[src/rtl/muldiv_pkg.sv]
// Shared encodings and sizing helpers for the iterative multiply/divide unit.
package muldiv_pkg;

  typedef enum logic [1:0] {
    OP_MULTU = 2'b00,
    OP_MULT  = 2'b01,
    OP_DIVU  = 2'b10,
    OP_DIV   = 2'b11
  } op_e;

  typedef enum logic [1:0] {
    IDLE = 2'b00,
    CALC = 2'b01,
    FIX  = 2'b10
  } state_e;

  localparam int DEFAULT_WIDTH = 32;

  // Iteration counter must hold 0..WIDTH.
  function automatic int cnt_width(input int width);
    return $clog2(width + 1);
  endfunction

endpackage

[src/rtl/muldiv_sign_fix.sv]
// Conditional two's-complement negate, used both for magnitude extraction
// of signed operands and for sign correction of results.
module muldiv_sign_fix #(
  parameter int W = 32
) (
  input  logic         neg,
  input  logic [W-1:0] din,
  output logic [W-1:0] dout
);

  assign dout = neg ? ((~din) + {{(W-1){1'b0}}, 1'b1}) : din;

endmodule

[src/rtl/muldiv_unit.sv]
// Iterative radix-2 multiply/divide unit owning the MIPS HI/LO registers.
//
// state | meaning
// IDLE  | waiting for start; MTHI/MTLO writes allowed
// CALC  | one shift-add / shift-subtract step per cycle, WIDTH steps
// FIX   | sign correction, HI/LO write, done pulse on the following cycle
module muldiv_unit
  import muldiv_pkg::*;
#(
  parameter int WIDTH = DEFAULT_WIDTH
) (
  input  logic             clk,
  input  logic             rst,
  input  logic             start,
  input  logic [1:0]       op,
  input  logic [WIDTH-1:0] a,
  input  logic [WIDTH-1:0] b,
  input  logic             hi_we,
  input  logic             lo_we,
  input  logic [WIDTH-1:0] wdata,
  output logic             busy,
  output logic             done,
  output logic             div_by_zero,
  output logic [WIDTH-1:0] hi,
  output logic [WIDTH-1:0] lo
);

  localparam int CNT_W = cnt_width(WIDTH);
  localparam logic [CNT_W-1:0] LAST_STEP = CNT_W'(WIDTH - 1);

  state_e             state_q, state_d;
  logic               accept, step, finish;
  logic [CNT_W-1:0]   cnt_q;

  logic               is_div_q, sign_a_q, sign_b_q, dz_pend_q;
  logic [WIDTH-1:0]   mb_q;
  logic [2*WIDTH-1:0] acc_q;
  logic [WIDTH-1:0]   hi_q, lo_q;
  logic               done_q, dz_q;

  // Operand decode and magnitude extraction
  op_e              op_in;
  logic             is_div_in, signed_in, sign_a_in, sign_b_in;
  logic [WIDTH-1:0] ma, mb;

  assign op_in     = op_e'(op);
  assign is_div_in = (op_in == OP_DIVU) || (op_in == OP_DIV);
  assign signed_in = (op_in == OP_MULT) || (op_in == OP_DIV);
  assign sign_a_in = signed_in & a[WIDTH-1];
  assign sign_b_in = signed_in & b[WIDTH-1];

  muldiv_sign_fix #(.W(WIDTH)) u_fix_a (.neg(sign_a_in), .din(a), .dout(ma));
  muldiv_sign_fix #(.W(WIDTH)) u_fix_b (.neg(sign_b_in), .din(b), .dout(mb));

  // FSM
  always_ff @(posedge clk or posedge rst) begin
    if (rst) state_q <= IDLE;
    else     state_q <= state_d;
  end

  always_comb begin
    state_d = state_q;
    accept  = 1'b0;
    step    = 1'b0;
    finish  = 1'b0;
    case (state_q)
      IDLE: begin
        if (start) begin
          accept  = 1'b1;
          state_d = CALC;
        end
      end
      CALC: begin
        step = 1'b1;
        if (cnt_q == LAST_STEP) state_d = FIX;
      end
      FIX: begin
        finish  = 1'b1;
        state_d = IDLE;
      end
      default: state_d = IDLE;
    endcase
  end

  assign busy = (state_q != IDLE);

  // Shared WIDTH+1 adder: multiply adds mb, divide adds ~mb+1 (subtract).
  logic [WIDTH-1:0]   acc_hi, acc_lo, div_r_lo, add_x, add_y;
  logic               div_r_top, div_ok;
  logic [WIDTH:0]     add_sum;
  logic [2*WIDTH-1:0] acc_step;

  assign acc_hi    = acc_q[2*WIDTH-1:WIDTH];
  assign acc_lo    = acc_q[WIDTH-1:0];
  assign div_r_lo  = {acc_hi[WIDTH-2:0], acc_lo[WIDTH-1]};
  assign div_r_top = acc_hi[WIDTH-1];
  assign add_x     = is_div_q ? div_r_lo : acc_hi;
  assign add_y     = is_div_q ? ~mb_q : mb_q;
  assign add_sum   = {1'b0, add_x} + {1'b0, add_y} + {{WIDTH{1'b0}}, is_div_q};
  // A set top bit of the shifted remainder already guarantees it exceeds mb.
  assign div_ok    = div_r_top | add_sum[WIDTH];

  always_comb begin
    acc_step = acc_q;
    if (is_div_q) begin
      acc_step = {(div_ok ? add_sum[WIDTH-1:0] : div_r_lo), acc_lo[WIDTH-2:0], div_ok};
    end else if (acc_lo[0]) begin
      acc_step = {add_sum, acc_lo[WIDTH-1:1]};
    end else begin
      acc_step = {1'b0, acc_hi, acc_lo[WIDTH-1:1]};
    end
  end

  // Result sign correction
  logic [2*WIDTH-1:0] prod_fix;
  logic [WIDTH-1:0]   quo_fix, rem_fix, res_hi, res_lo;

  muldiv_sign_fix #(.W(2*WIDTH)) u_fix_prod (
    .neg (sign_a_q ^ sign_b_q),
    .din (acc_q),
    .dout(prod_fix)
  );
  muldiv_sign_fix #(.W(WIDTH)) u_fix_quo (
    .neg (sign_a_q ^ sign_b_q),
    .din (acc_lo),
    .dout(quo_fix)
  );
  muldiv_sign_fix #(.W(WIDTH)) u_fix_rem (
    .neg (sign_a_q),
    .din (acc_hi),
    .dout(rem_fix)
  );

  // With a zero divisor the restoring loop leaves the dividend magnitude in
  // the remainder, so HI comes back as a; only LO needs forcing.
  assign res_hi = is_div_q ? rem_fix : prod_fix[2*WIDTH-1:WIDTH];
  assign res_lo = is_div_q ? (dz_pend_q ? {WIDTH{1'b1}} : quo_fix)
                           : prod_fix[WIDTH-1:0];

  // Datapath registers
  always_ff @(posedge clk or posedge rst) begin
    if (rst) begin
      cnt_q     <= '0;
      is_div_q  <= 1'b0;
      sign_a_q  <= 1'b0;
      sign_b_q  <= 1'b0;
      dz_pend_q <= 1'b0;
      mb_q      <= '0;
      acc_q     <= '0;
    end else if (accept) begin
      cnt_q     <= '0;
      is_div_q  <= is_div_in;
      sign_a_q  <= sign_a_in;
      sign_b_q  <= sign_b_in;
      dz_pend_q <= is_div_in && (b == '0);
      mb_q      <= mb;
      acc_q     <= {{WIDTH{1'b0}}, ma};
    end else if (step) begin
      cnt_q <= cnt_q + CNT_W'(1);
      acc_q <= acc_step;
    end
  end

  // Architectural HI/LO and status
  always_ff @(posedge clk or posedge rst) begin
    if (rst) begin
      hi_q   <= '0;
      lo_q   <= '0;
      done_q <= 1'b0;
      dz_q   <= 1'b0;
    end else begin
      done_q <= finish;
      if (finish) begin
        hi_q <= res_hi;
        lo_q <= res_lo;
        dz_q <= dz_pend_q;
      end else if ((state_q == IDLE) && !start) begin
        if (hi_we) hi_q <= wdata;
        if (lo_we) lo_q <= wdata;
      end
    end
  end

  assign hi          = hi_q;
  assign lo          = lo_q;
  assign done        = done_q;
  assign div_by_zero = dz_q;

endmodule

[config.mk]
export PLATFORM = sky130hd
export DESIGN_NAME = muldiv_unit
export DESIGN_NICKNAME = d
export VERILOG_FILES = /design/src/rtl/muldiv_pkg.sv /design/src/rtl/muldiv_sign_fix.sv /design/src/rtl/muldiv_unit.sv
export SDC_FILE = /design/constraint.sdc
export NUM_CORES = 1
export LEC_CHECK = 0
export ABC_CLOCK_PERIOD_IN_PS = 6300
export CORE_MARGIN = 2
export CORE_UTILIZATION = 40
export CTS_BUF_LIST = sky130_fd_sc_hd__clkbuf_4 sky130_fd_sc_hd__clkbuf_8
export CTS_CLUSTER_DIAMETER = 200
export DETAILED_ROUTE_END_ITERATION = 16
export PLACE_DENSITY = 0.74
export SLEW_MARGIN = 10
export SYNTH_ARGS = -nofsm -noshare
export SYNTH_HDL_FRONTEND = slang
export SYNTH_SLANG_ARGS = --single-unit
[constraint.sdc]
create_clock -name clk -period 6.3 [get_ports clk]
set_clock_uncertainty 0.05 [all_clocks]
set_input_delay 1.26 -clock clk [delete_from_list [all_inputs] [get_ports clk]]
set_output_delay 1.26 -clock clk [all_outputs]
set_load 0.01 [all_outputs]
## Yosys cells after proc, flatten, opt, wreduce, memory -nomap -nowiden

Index checks and enable logic that the tools add are counted.

- $add $sub $neg: 8
- $mul: 0
- Div/mod/pow operators: 0
- Magnitude comparators: 0
- Eq/ne operators: 8
- Shifts and indexed selects: 0
- Mux-type cells: 30
- Bitwise gates (word level): 10
- Reduce and logical (&&, ||, !) cells: 15

Operators with widths:

| kind | count |
|---|---|
| $mux W32 | 16 |
| $mux W64 | 5 |
| $not A32 Y32 | 5 |
| $add A32 B1 Y32 const B | 4 |
| $add A64 B1 Y64 const B | 1 |
| $not A64 Y64 | 1 |
| $add A32 B32 Y33 | 1 |
| $add A33 B1 Y33 | 1 |
| $logic_not A32 Y1 | 1 |
| $mux W6 | 2 |
| $reduce_bool A2 Y1 | 5 |
| $add A6 B1 Y6 const B | 1 |
| $eq A2 B2 Y1 const B | 3 |
| $eq A6 B5 Y1 const B | 1 |
| $reduce_and A2 Y1 | 3 |
| $eq A2 B1 Y1 const B | 2 |
| $mux W1 | 4 |
| $mux W2 | 2 |
| $ne A2 B2 Y1 const B | 2 |
| $pmux W2 S2 | 1 |
| $and A1 B1 Y1 | 2 |
| $logic_and A1 B1 Y1 | 2 |
| $logic_not A2 Y1 | 1 |
| $logic_or A1 B1 Y1 | 2 |
| other kinds (3) | 3 |

- Bits in registers: 174
- Latch bits: 0
- Bits in writable memories: 0
- ROM bits: 0
- Output and inout port bits: 67
- Word-level logic and storage cells: 83
- Memories kept: 0

## Longest topological paths before layout

- Word-level depth: 9
- Gate-level depth with buffers: 20

## Cells and area by module

Synthesis repeated with hierarchy kept, for this count alone.

- Cell total of the unflattened synthesis: 2007
- Area, all modules: 16296.9 µm²

By module, submodules not included:

| module | times used | cells an instance | area an instance (µm²) |
|---|---|---|---|
| muldiv_unit | 1 | 1405 | 11539.8 |
| muldiv_sign_fix (u_fix_a ...) | 4 | 99 | 777.0 |
| muldiv_sign_fix (u_fix_prod) | 1 | 206 | 1649.1 |

## Worst setup path after synthesis

OpenSTA, ideal clock, no wires.

- Kind: register -> register
- From: register is_div_q
- To: register acc_q[0]
- Arrival time: 4784 ps
- Slack: 1340 ps
- Stages on the path, launching flop included: 17
- Buffers on the path: 6
- Clock period less this slack: 4960 ps
- Cell sequence: dfrtp_1 > clkbuf_1 > clkbuf_1 > clkbuf_1 > buf_1 > buf_1 > xor2_1 > fa_1 > a211oi_1 > nor4_1 > nor4_1 > a211o_1 > a21oi_1 > nor3_1 > clkbuf_1 > a211oi_1 > a221o_1

- Cells in the longest elaborated chain, start to end: 7
- Elaborated cells on any way between the ends: 8
- Classes of those cells: add/sub: 2; mux: 5; bitwise: 1

Ends and longest elaborated chain:

| what | RTL line | RTL |
|---|---|---|
| start: declaration | muldiv_unit.sv:35 | `logic is_div_q, sign_a_q, sign_b_q, dz_pend_q;` |
| start signal: assignment | muldiv_unit.sv:152 | `is_div_q <= is_div_in;` |
| $mux W32 (on tied branches) | muldiv_unit.sv:97, muldiv_unit.sv:98 |  |
| $add A32 B32 Y33 | muldiv_unit.sv:99 | `assign add_sum = {1'b0, add_x} + {1'b0, add_y} + {{WIDTH{1'b0}}, is_div_q};` |
| $add A33 B1 Y33 | muldiv_unit.sv:99 |  |
| $or A1 B1 Y1 | muldiv_unit.sv:101 | `assign div_ok = div_r_top \| add_sum[WIDTH];` |
| $mux W64 (*) | muldiv_unit.sv:105 | `if (is_div_q) begin` |
| $mux W64 (*) | muldiv_unit.sv:158 | `end else if (step) begin` |
| $mux W64 (*) | muldiv_unit.sv:150 | `end else if (accept) begin` |
| end signal: assignment | muldiv_unit.sv:157 | `acc_q <= {{WIDTH{1'b0}}, ma};` |
| end signal: assignment | muldiv_unit.sv:160 | `acc_q <= acc_step;` |
| end: declaration | muldiv_unit.sv:37 | `logic [2*WIDTH-1:0] acc_q;` |

Mark *: on every way between the ends. The rest lies on a longest branch, timed or not. The select of a mux whose other input is x is not followed.
A chain may end at the register's enable or synchronous reset.

## Worst setup path after layout

- From: register is_div_q
- To: register acc_q[63]

- Cells in the longest elaborated chain, start to end: 8
- Elaborated cells on any way between the ends: 10
- Classes of those cells: add/sub: 2; mux: 7; bitwise: 1

Ends and longest elaborated chain:

| what | RTL line | RTL |
|---|---|---|
| $mux W32 (on tied branches) | muldiv_unit.sv:97, muldiv_unit.sv:98 |  |
| $add A32 B32 Y33 | muldiv_unit.sv:99 |  |
| $add A33 B1 Y33 | muldiv_unit.sv:99 |  |
| $or A1 B1 Y1 | muldiv_unit.sv:101 |  |
| $mux W32 | muldiv_unit.sv:106 | `acc_step = {(div_ok ? add_sum[WIDTH-1:0] : div_r_lo), acc_lo[WIDTH-2:0], div_ok};` |
| $mux W64 (*) | muldiv_unit.sv:105 |  |
| $mux W64 (*) | muldiv_unit.sv:158 |  |
| $mux W64 (*) | muldiv_unit.sv:150 |  |

Marks and branches as above.

==> results.ini <==
[run_status]
outcome=finished clean

[logic_synthesis]
yosysWarnings=0
ys.flop_type=dfrtp_1
synth_compound_area_share_pct=21.6
yosys.area_share.simple_pct=18.0
seq_area_frac_synth_pct=32.1
synth_nets=1826
synth_top_family_by_area=compound AO/OA/AOI/OAI gates
synthArstFlopShare_pct=100
synthAdderAreaFrac_pct=3.47
synthCells=1686
ys_seq_elements=174
ys_types=63
netlist_area_mm2=0.0136
synth-edff-count=0
syn_avg_cell_area_um2=8.05
synthXorXnorAreaFrac_pct=11.7
synthMuxAreaShare_pct=8.96

[clock_network]
clockBufferDepth=2
cts-hold-fix-buffers=0
worst_skew_pair.late_latency_ns=0.48
cts_resized=0
root_buffer=clkbuf_8
htree_levels=4
cts_buffers=17
cts_tree=yes
clk_pin_slew_worst_paths_ns=0.11
cts_sinks=174
post_cts_buffers=0

[layout]
nets=1904
utilization_pct=47.6
nFillCells=3206
syn_to_final_growth_pct=17.4
layout-drive-gt1-share_pct=6.58
diodes=0
fin_area_mm2=0.0159
layout_common_cells=nand2_1 (282), o21ai_0 (198), dfrtp_1 (173)
mostFrequentLayoutCell=nand2_1

[worst_setup_path]
max_stage_delay_ns=1.00
worstPathRequired_ns=6.60
startpoint=is_div_q
r2r_start=is_div_q
cp_max_fo=64
crit_slowest_cell=dfrtp_4
worstSetupEndpointType=flip-flop
cp.arrival_ns=5.20
worstSetupPathType=flip-flop to flip-flop
path_buf_inv=2
cp-start-kind=flip-flop
crit_chain=buf_4 -> nand2_1 -> o21ai_0 -> fa_1 -> a211oi_1 -> nor4_1 -> nor4_1 -> buf_4 -> a211o_1 -> a21oi_1 -> or3_1 -> nand2_1 -> o311ai_0 -> o31ai_1
critical-path-top-delay-family=simple AND/OR/NAND/NOR gates

[timing]
fin_crit_sh_pct=77.7
slew_violations=0
maxSlewHeadroom_pct=26.5
hold_viol=0
setup_viol=0
worst_hold_slack_ns=0.425
grt_setup_unrepaired=no
worstMarginPinSlew_ns=1.10
setup_tns_ns=0
max_freq_mhz=204
period_needed_ns=4.90
finalWorstSetupSlack_ns=1.40

[drt]
routed_wl_um=39900
drt-initial-drc-count=1106
viasPerCell=5.71
drc=0
drt_first_pass_iters=10
wire_per_inst_um=17.9
vias=12700
antenna_left=0

[global_routing]
antenna_found_initial=0
grt_pass1_wl_um=63700
grt_overflow=0
grt_max_degree=100
grt_use_total_pct=22.4
grt_pass1_vias=11600

[floorplanning]
rows=67
dieArea_mm2=0.0354
die_h_um=188
io_pins=170
die_w_um=188
start_util_pct=40.6
coreArea_mm2=0.0334

[min_path]
hp-class=flip-flop to flip-flop
min_from=cnt_q[5]

[power_and_ir_drop]
p_per_area_mw_per_mm2=538
p_leak_nw=6.51
peakVddDrop_mv=0.216

[placement]
dp_hpwl_um=30100
io_buffer_count=169
dpl_cell_area_mm2=0.0155
place_ws_ns=1.46
routabilityCongestion=1.00

[flow_run]
cap_violations=0

==> synth_stat cells (12+ instances only) <==
cell type,n,share of area [%]
a32oi_1,32,2.1
mux2i_1,73,5.4
and2_1,16,0.74
ha_1,36,3.3
dfrtp_1,174,32
nor3_1,28,1.0
a21oi_1,101,3.7
inv_1,21,0.58
o31ai_1,20,1.1
buf_1,19,0.53
nand2_1,283,7.8
nor2_1,99,2.7
nor4_1,14,0.65
nand3_1,25,0.92
o21ai_0,198,7.3
mux2_2,43,3.6
xnor2_1,76,4.9
nor2b_1,12,0.55
a31oi_1,21,0.97
a211oi_1,16,0.89
and3_1,12,0.55
o211ai_1,30,1.7
clkbuf_1,106,2.9
xor2_1,105,6.8
a21o_1,24,1.3
==> logic make-up after synthesis <==
group / Yosys count
adder cells (fa/ha/maj): 37
multiplexers: 116
flip-flops: 174
AO/OA/AOI/OAI: 482
buffers and inverters: 151
AND/OR/NAND/NOR: 545
XOR/XNOR: 181
==> per-layer routing <==
metal,vias to the layer above,part of all wire [%],global-route usage (%)
met3,36,7.6,3.76
met1,5984,47,33.4
li1,6139,-,-
met5,-,0,0
met4,0,2.6,6.30
met2,535,43,33.1
==> final timing paths <==
path | slack, ns | to | cells after the start
setup / recovery | 1.40 | acc_q[63] | 14
hold / removal | 0.43 | cnt_q[5] | 1
setup reg to reg | 1.40 | acc_q[63] | 14
hold reg to reg | 0.43 | cnt_q[5] | 1
max in group asynchronous | 3.77 | lo[2] | 3
min in group asynchronous | 1.31 | cnt_q[1] | 2
==> where the power goes <==
part | switching, mW | total, mW | internal (mW) | leakage, nW
combinational | 3.09 | 5.51 | 2.42 | 4.18
sequential | 0.713 | 2.24 | 1.53 | 2.12
clock | 0.513 | 0.824 | 0.311 | 0.206
==> through the flow <==
step	instances	power (mW)
after detailed placement	2193	7.64
after global placement	2193	7.51
after global routing	2225	9.30
after floorplan	1686	6.13
after CTS	2225	8.48
final	2225	8.57
==> cell type report <==
| cell class | instances | area (um2) | share of cell area [%] |
|---|---|---|---|
| Clock inverter | 15 | 185 | 1.16 |
| Timing Repair Buffer | 189 | 1840 | 11.6 |
| Multi-Input combinational cell | 1361 | 8660 | 54.4 |
| Tap cell | 448 | 561 | 3.52 |
| Sequential cell | 174 | 4360 | 27.4 |
| Inverter | 21 | 83.8 | 0.526 |
| Clock buffer | 17 | 234 | 1.47 |
==> registers in the layout (all words and copies together) (netlist names), 2 cells and up <==
register	count
mb_q	32
hi	32
state_q	2
acc_q	64
lo	32
cnt_q	6
==> worst register-to-register path: stages, from the launching register on <==
cell	delay, ns
dfrtp_4	1.00
buf_4	0.42
nand2_1	0.09
o21ai_0	0.16
fa_1	0.30
a211oi_1	0.12
nor4_1	0.28
nor4_1	0.09
buf_4	0.16
a211o_1	0.28
a21oi_1	0.23
or3_1	0.87
nand2_1	0.25
o311ai_0	0.37
o31ai_1	0.13
(Power assumes the default switching activity.)
